==> src/rtl/fx68k_pkg.sv <==
// Shared definitions for the fx68k bus-side helpers: responder FSM states,
// CPU-space constants and counter sizing.
package fx68k_pkg;

    typedef enum logic [2:0] {
        IDLE,
        ACCESS,
        WAIT,
        ACK,
        BERR,
        IACK
    } resp_state_t;

    localparam logic [2:0] FC_CPU_SPACE     = 3'b111;
    localparam logic [3:0] IACK_ADDR_NIBBLE = 4'hF;

    // Enough bits to hold the larger of the two limits without wrapping.
    function automatic int counter_width(input int timeout, input int waits);
        int max_count;
        max_count = (timeout > waits) ? timeout : waits;
        return (max_count < 1) ? 1 : $clog2(max_count + 1);
    endfunction

endpackage

==> src/rtl/fx68k_resp_timer.sv <==
// Saturating cycle counter shared by the access timeout and the wait-state
// delay of the bus responder.
module fx68k_resp_timer #(
    parameter int WIDTH = 7
) (
    input  logic             clk,
    input  logic             rst,
    input  logic             clear,
    input  logic             enable,
    output logic [WIDTH-1:0] count
);

    always_ff @(posedge clk or posedge rst) begin
        if (rst) begin
            count <= '0;
        end else if (clear) begin
            count <= '0;
        end else if (enable && (count != {WIDTH{1'b1}})) begin
            count <= count + 1'b1;
        end
    end

endmodule

==> src/rtl/fx68k_bus_responder.sv <==
// Answers fx68k bus cycles: bridges memory cycles to a simple req/ready port,
// inserts wait states, raises bus error on timeout and autovectors IACK cycles.
module fx68k_bus_responder
    import fx68k_pkg::*;
#(
    parameter int WAIT_STATES  = 0,
    parameter int BERR_TIMEOUT = 64
) (
    input  logic        clk,
    input  logic        extReset,
    input  logic        ASn,
    input  logic        UDSn,
    input  logic        LDSn,
    input  logic        eRWn,
    input  logic [2:0]  FC,
    input  logic [23:1] eab,
    input  logic [15:0] oEdb,
    output logic        DTACKn,
    output logic        BERRn,
    output logic        VPAn,
    output logic [15:0] iEdb,
    output logic        mem_req,
    output logic        mem_we,
    output logic [23:1] mem_addr,
    output logic [1:0]  mem_be,
    output logic [15:0] mem_wdata,
    input  logic        mem_ready,
    input  logic [15:0] mem_rdata
);

    localparam int CW = counter_width(BERR_TIMEOUT, WAIT_STATES);

    resp_state_t   state;
    logic [CW-1:0] count;
    logic          timer_clear;
    logic          timer_enable;
    logic          aborted;
    logic          armed;
    logic          cycle_start;
    logic          is_iack;

    assign cycle_start  = armed && !ASn && (!UDSn || !LDSn);
    assign is_iack      = (FC == FC_CPU_SPACE) && (eab[19:16] == IACK_ADDR_NIBBLE);
    assign timer_clear  = (state == IDLE) || ((state == ACCESS) && mem_ready);
    assign timer_enable = (state == ACCESS) || (state == WAIT);

    fx68k_resp_timer #(.WIDTH(CW)) u_timer (
        .clk    (clk),
        .rst    (extReset),
        .clear  (timer_clear),
        .enable (timer_enable),
        .count  (count)
    );

    // armed only sets once ASn=1 is seen, so a strobe left low across reset
    // or after a completed cycle cannot start a new one.
    always_ff @(posedge clk or posedge extReset) begin
        if (extReset) begin
            state     <= IDLE;
            DTACKn    <= 1'b1;
            BERRn     <= 1'b1;
            VPAn      <= 1'b1;
            iEdb      <= '0;
            mem_req   <= 1'b0;
            mem_we    <= 1'b0;
            mem_addr  <= '0;
            mem_be    <= '0;
            mem_wdata <= '0;
            aborted   <= 1'b0;
            armed     <= 1'b0;
        end else begin
            if (ASn) begin
                armed <= 1'b1;
            end
            case (state)
                IDLE: begin
                    aborted <= 1'b0;
                    if (cycle_start) begin
                        armed <= 1'b0;
                        if (is_iack) begin
                            VPAn  <= 1'b0;
                            state <= IACK;
                        end else begin
                            mem_addr  <= eab;
                            mem_we    <= ~eRWn;
                            mem_be    <= {~UDSn, ~LDSn};
                            mem_wdata <= oEdb;
                            mem_req   <= 1'b1;
                            state     <= ACCESS;
                        end
                    end
                end
                ACCESS: begin
                    if (ASn) begin
                        aborted <= 1'b1;
                    end
                    if (mem_ready) begin
                        mem_req <= 1'b0;
                        if (!mem_we) begin
                            iEdb <= mem_rdata;
                        end
                        if (aborted || ASn) begin
                            state <= IDLE;
                        end else if (WAIT_STATES == 0) begin
                            DTACKn <= 1'b0;
                            state  <= ACK;
                        end else begin
                            state <= WAIT;
                        end
                    end else if (count == CW'(BERR_TIMEOUT - 1)) begin
                        mem_req <= 1'b0;
                        if (aborted || ASn) begin
                            state <= IDLE;
                        end else begin
                            BERRn <= 1'b0;
                            state <= BERR;
                        end
                    end
                end
                WAIT: begin
                    if (ASn) begin
                        state <= IDLE;
                    end else if (count == CW'(WAIT_STATES - 1)) begin
                        DTACKn <= 1'b0;
                        state  <= ACK;
                    end
                end
                ACK: begin
                    if (ASn) begin
                        DTACKn <= 1'b1;
                        state  <= IDLE;
                    end
                end
                BERR: begin
                    if (ASn) begin
                        BERRn <= 1'b1;
                        state <= IDLE;
                    end
                end
                IACK: begin
                    if (ASn) begin
                        VPAn  <= 1'b1;
                        state <= IDLE;
                    end
                end
                default: state <= IDLE;
            endcase
        end
    end

endmodule

==> config.mk <==
export PLATFORM = sky130hd
export DESIGN_NAME = fx68k_bus_responder
export DESIGN_NICKNAME = d
export VERILOG_FILES = /design/src/rtl/fx68k_pkg.sv /design/src/rtl/fx68k_resp_timer.sv /design/src/rtl/fx68k_bus_responder.sv
export SDC_FILE = /design/constraint.sdc
export NUM_CORES = 1
export LEC_CHECK = 0
export BUFFER_PORTS_ARGS = -buffer_cell sky130_fd_sc_hd__buf_2
export CORE_ASPECT_RATIO = 0.5
export CORE_MARGIN = 2
export CORE_UTILIZATION = 30
export DETAILED_ROUTE_END_ITERATION = 16
export PLACE_DENSITY = 0.63
export SETUP_SLACK_MARGIN = 0.15
export SYNTH_ARGS = -nofsm -noshare
export SYNTH_HDL_FRONTEND = slang
export SYNTH_SLANG_ARGS = --single-unit
==> constraint.sdc <==
create_clock -name clk -period 2.8 [get_ports clk]
set_clock_uncertainty 0.1 [all_clocks]
set_input_delay 0.28 -clock clk [delete_from_list [all_inputs] [get_ports clk]]
set_output_delay 0.28 -clock clk [all_outputs]
set_load 0.02 [all_outputs]
==> impl_metrics.prom <==
# TYPE chip_impl_metric gauge
chip_impl_info{name="status",value="finished, final reports clean"} 1
chip_impl_metric{name="final-hold-violation-count",unit=""} 0
chip_impl_metric{name="core_region_area",unit="um^2"} 10400
chip_impl_metric{name="num_io_pins",unit=""} 127
chip_impl_metric{name="power_per_standard_cell_area",unit="nW/um^2"} 1230
chip_impl_metric{name="post_route_cells_drive_above_1_share",unit="%"} 58.6
chip_impl_metric{name="pre_cts_setup_slack",unit="ps"} 698
chip_impl_metric{name="placement.io_buffers",unit=""} 126
chip_impl_info{name="layout.cells.most_common_list",value="buf_2 (126), dfrtp_1 (71), mux2_4 (33), mux2_2 (21), nor2_1 (13)"} 1
chip_impl_metric{name="final_antenna_net_count",unit=""} 0
chip_impl_metric{name="tns",unit="ps"} 0
chip_impl_metric{name="antennaDiodeCount",unit=""} 0
chip_impl_metric{name="fillerInstances",unit=""} 976
chip_impl_metric{name="critical_path_arrival",unit="ps"} 2180
chip_impl_metric{name="length_of_the_first_detailed_routing_pass_in_iterations",unit=""} 4
chip_impl_metric{name="worstHoldPathCells",unit=""} 2
chip_impl_metric{name="final-seq-area",unit="um^2"} 1860
chip_impl_metric{name="timing_worst_slew_pin_value",unit="ps"} 595
chip_impl_info{name="dominantRegCellSynth",value="dfrtp_1"} 1
chip_impl_metric{name="clockBufferDepth",unit=""} 2
chip_impl_info{name="min_path_type",value="in2reg"} 1
chip_impl_metric{name="wire_length_of_the_first_global_routing_pass",unit="um"} 11200
chip_impl_metric{name="area.growth.synth_to_final",unit="%"} 30.8
chip_impl_metric{name="relSlewSlack",unit="%"} 60.3
chip_impl_metric{name="initial_core_util",unit="%"} 31.4
chip_impl_info{name="rsz0062_at_grt",value="no"} 1
chip_impl_metric{name="synth.lib_cells_used.distinct",unit=""} 46
chip_impl_metric{name="cp_data_required_time",unit="ps"} 2910
chip_impl_metric{name="finalWorstPathRequiredPeriod",unit="ps"} 2070
chip_impl_metric{name="max_cap_violations",unit=""} 0
chip_impl_metric{name="detail_route.wirelength",unit="um"} 6890
chip_impl_metric{name="number_of_global_route_vias_before_repair",unit=""} 2228
chip_impl_metric{name="synth.avg_cell_area",unit="um^2"} 14.7
chip_impl_metric{name="synth.cell_area",unit="um^2"} 3260
chip_impl_metric{name="place.gp.congestion",unit=""} 0.812
chip_impl_metric{name="detail_route.drc_violations",unit=""} 0
chip_impl_metric{name="die_height",unit="um"} 77.7
chip_impl_metric{name="synth_fp_nets",unit=""} 287
chip_impl_metric{name="cts_htree_levels",unit=""} 3
chip_impl_metric{name="count_of_mapped_cells_out_of_synthesis",unit=""} 221
chip_impl_metric{name="clock-sinks",unit=""} 74
chip_impl_metric{name="fin_ws",unit="ps"} 730
chip_impl_metric{name="grt_max_degree",unit=""} 49
chip_impl_metric{name="drt_iter0_markers",unit=""} 68
chip_impl_info{name="most_common_library_cell_in_the_layout_ignoring_fill_and_taps",value="buf_2"} 1
chip_impl_metric{name="yosysWarnings",unit=""} 0
chip_impl_metric{name="async_flop_share",unit="%"} 100
chip_impl_metric{name="power.static_leakage",unit="nW"} 2.08
chip_impl_metric{name="report.final.slew_viol_count",unit=""} 0
chip_impl_metric{name="clock.fmax",unit="MHz"} 483
chip_impl_info{name="cts_root_buffer",value="clkbuf_16"} 1
chip_impl_metric{name="fp.dieW",unit="um"} 151
chip_impl_info{name="critical_path.startpoint_type",value="register"} 1
chip_impl_metric{name="path_max_fanout",unit=""} 25
chip_impl_info{name="clock_tree_from_tritoncts",value="done"} 1
chip_impl_metric{name="synth-edff-count",unit=""} 0
chip_impl_metric{name="grt_antenna_before_repair",unit=""} 0
chip_impl_metric{name="clock_latency_at_the_later_pin_of_the_worst_skew_pair",unit="ps"} 330
chip_impl_metric{name="utilization",unit="%"} 41.1
chip_impl_metric{name="power.ir.vdd_worst",unit="mV"} 0.329
chip_impl_info{name="criticalPathCategory",value="reg2reg"} 1
chip_impl_metric{name="floorplan.rows",unit=""} 26
chip_impl_metric{name="finalSetupViolations",unit=""} 0
chip_impl_metric{name="synth_seq_area_share",unit="%"} 57.0
chip_impl_metric{name="clkTransAtPathRegs",unit="ps"} 50
chip_impl_metric{name="multi_input_logic_area",unit="um^2"} 1250
chip_impl_metric{name="track_usage",unit="%"} 12.5
chip_impl_metric{name="post-route-period-util",unit="%"} 73.9
chip_impl_metric{name="reg2reg_depth",unit=""} 5
chip_impl_metric{name="vias_per_cell",unit=""} 4.33
chip_impl_metric{name="design.final.nets",unit=""} 417
chip_impl_metric{name="fin_worst_hold_slack",unit="ps"} 32.9
chip_impl_metric{name="place.detailed.hpwl",unit="um"} 5100
chip_impl_metric{name="die_area",unit="um^2"} 11800
chip_impl_info{name="endpoint_kind",value="register"} 1
chip_impl_metric{name="wl_per_cell",unit="um"} 13.9
chip_impl_metric{name="cts-buffers-inserted",unit=""} 9
chip_impl_metric{name="grt_overflow_total",unit=""} 0
chip_impl_metric{name="vias",unit=""} 2144
chip_impl_metric{name="synth.ff_latch_count",unit=""} 74
==> registers in the layout, summed over array words and instances, names as in the netlist, 2 cells and up <==
| register | flops |
|---|---|
| u_timer.count | 7 |
| mem_addr | 23 |
| state | 3 |
| mem_wdata | 16 |
| iEdb | 16 |
| mem_be | 2 |
==> synth_stat cells (3+ instances only) <==
master    n  area share (%)
nand2_1   5            0.58
dfstp_2   3             2.4
dfrtp_1  71              55
mux2_2   21             7.3
o21ai_0   4            0.61
buf_12    4             2.5
mux2i_1   3            0.92
mux2_4   33              15
xor2_1    4             1.1
inv_1     5            0.58
a21oi_1   9             1.4
nor2_1   13             1.5
nand4_1   3            0.58
xnor2_1   3            0.81
==> layer usage <==
metal	vias to the layer above	share of wire, %	track usage, %
met4	0	2.3	5.42
met1	1055	41	14.2
met5	-	0	0
li1	1039	-	-
met2	34	53	21.3
met3	16	3.4	4.41
==> stage by stage <==
| stage | cells | cell area (um^2) | power (mW) |
|---|---|---|---|
| 6_report | 495 | 4260 | 5.22 |
| 5_1_grt | 495 | 4260 | 5.55 |
| 4_1_cts | 495 | 4260 | 5.30 |
| 3_5_place_dp | 479 | 3980 | 4.22 |
| 3_3_place_gp | 479 | 3980 | 4.19 |
| 2_1_floorplan | 221 | 3260 | 3.58 |
==> final timing paths <==
path	startpoint	end	slack, ps
worst max register to register	state[2]	mem_addr[22]	730
max in group asynchronous	extReset	BERRn	1410
worst min register to register	mem_req	mem_req	380
min in group asynchronous	extReset	u_timer.count[2]	480
worst min-delay path	eRWn	mem_we	30
worst max-delay path	state[2]	mem_addr[22]	730
==> what timing repair did <==
action / in CTS / in global routing
hold buffers: 1 / 0
resized for setup: 0 / 0
endpoints found under the setup margin: 0 / 0
endpoints found under the hold margin: 26 / 0
buffers inserted: 0 / 0
==> layout make-up <==
type                            instances  share of cell area (%)
Multi-Input combinational cell        131                    29.4
Tap cell                              140                    4.11
Clock buffer                           12                    6.02
Clock inverter                          3                   0.352
Timing Repair Buffer                  130                    16.2
Inverter                                5                   0.441
Sequential cell                        74                    43.6
==> worst max-delay path, stage by stage, from the launching register on <==
cell and delay [ps]:
dfrtp_1 510, or2_4 310, nor2_2 120, and3_4 310
buf_12 230, mux2_2 350
==> logic make-up after synthesis <==
group / synth area share [%]
DFF: 57.0
and+or+nand+nor: 7.18
AOI/OAI and AO/OA: 5.57
buffers and inverters: 4.61
muxes: 23.4
adders and majority gates: 0.384
xor gates and xnor gates: 1.88
==> power by group <==
part	switching [mW]	internal (mW)	leakage, nW	total [mW]
registers	0.309	1.59	0.886	1.90
logic	1.21	1.08	1.05	2.29
clock network	0.400	0.638	0.138	1.04
Power figures use the tool's default switching activity.
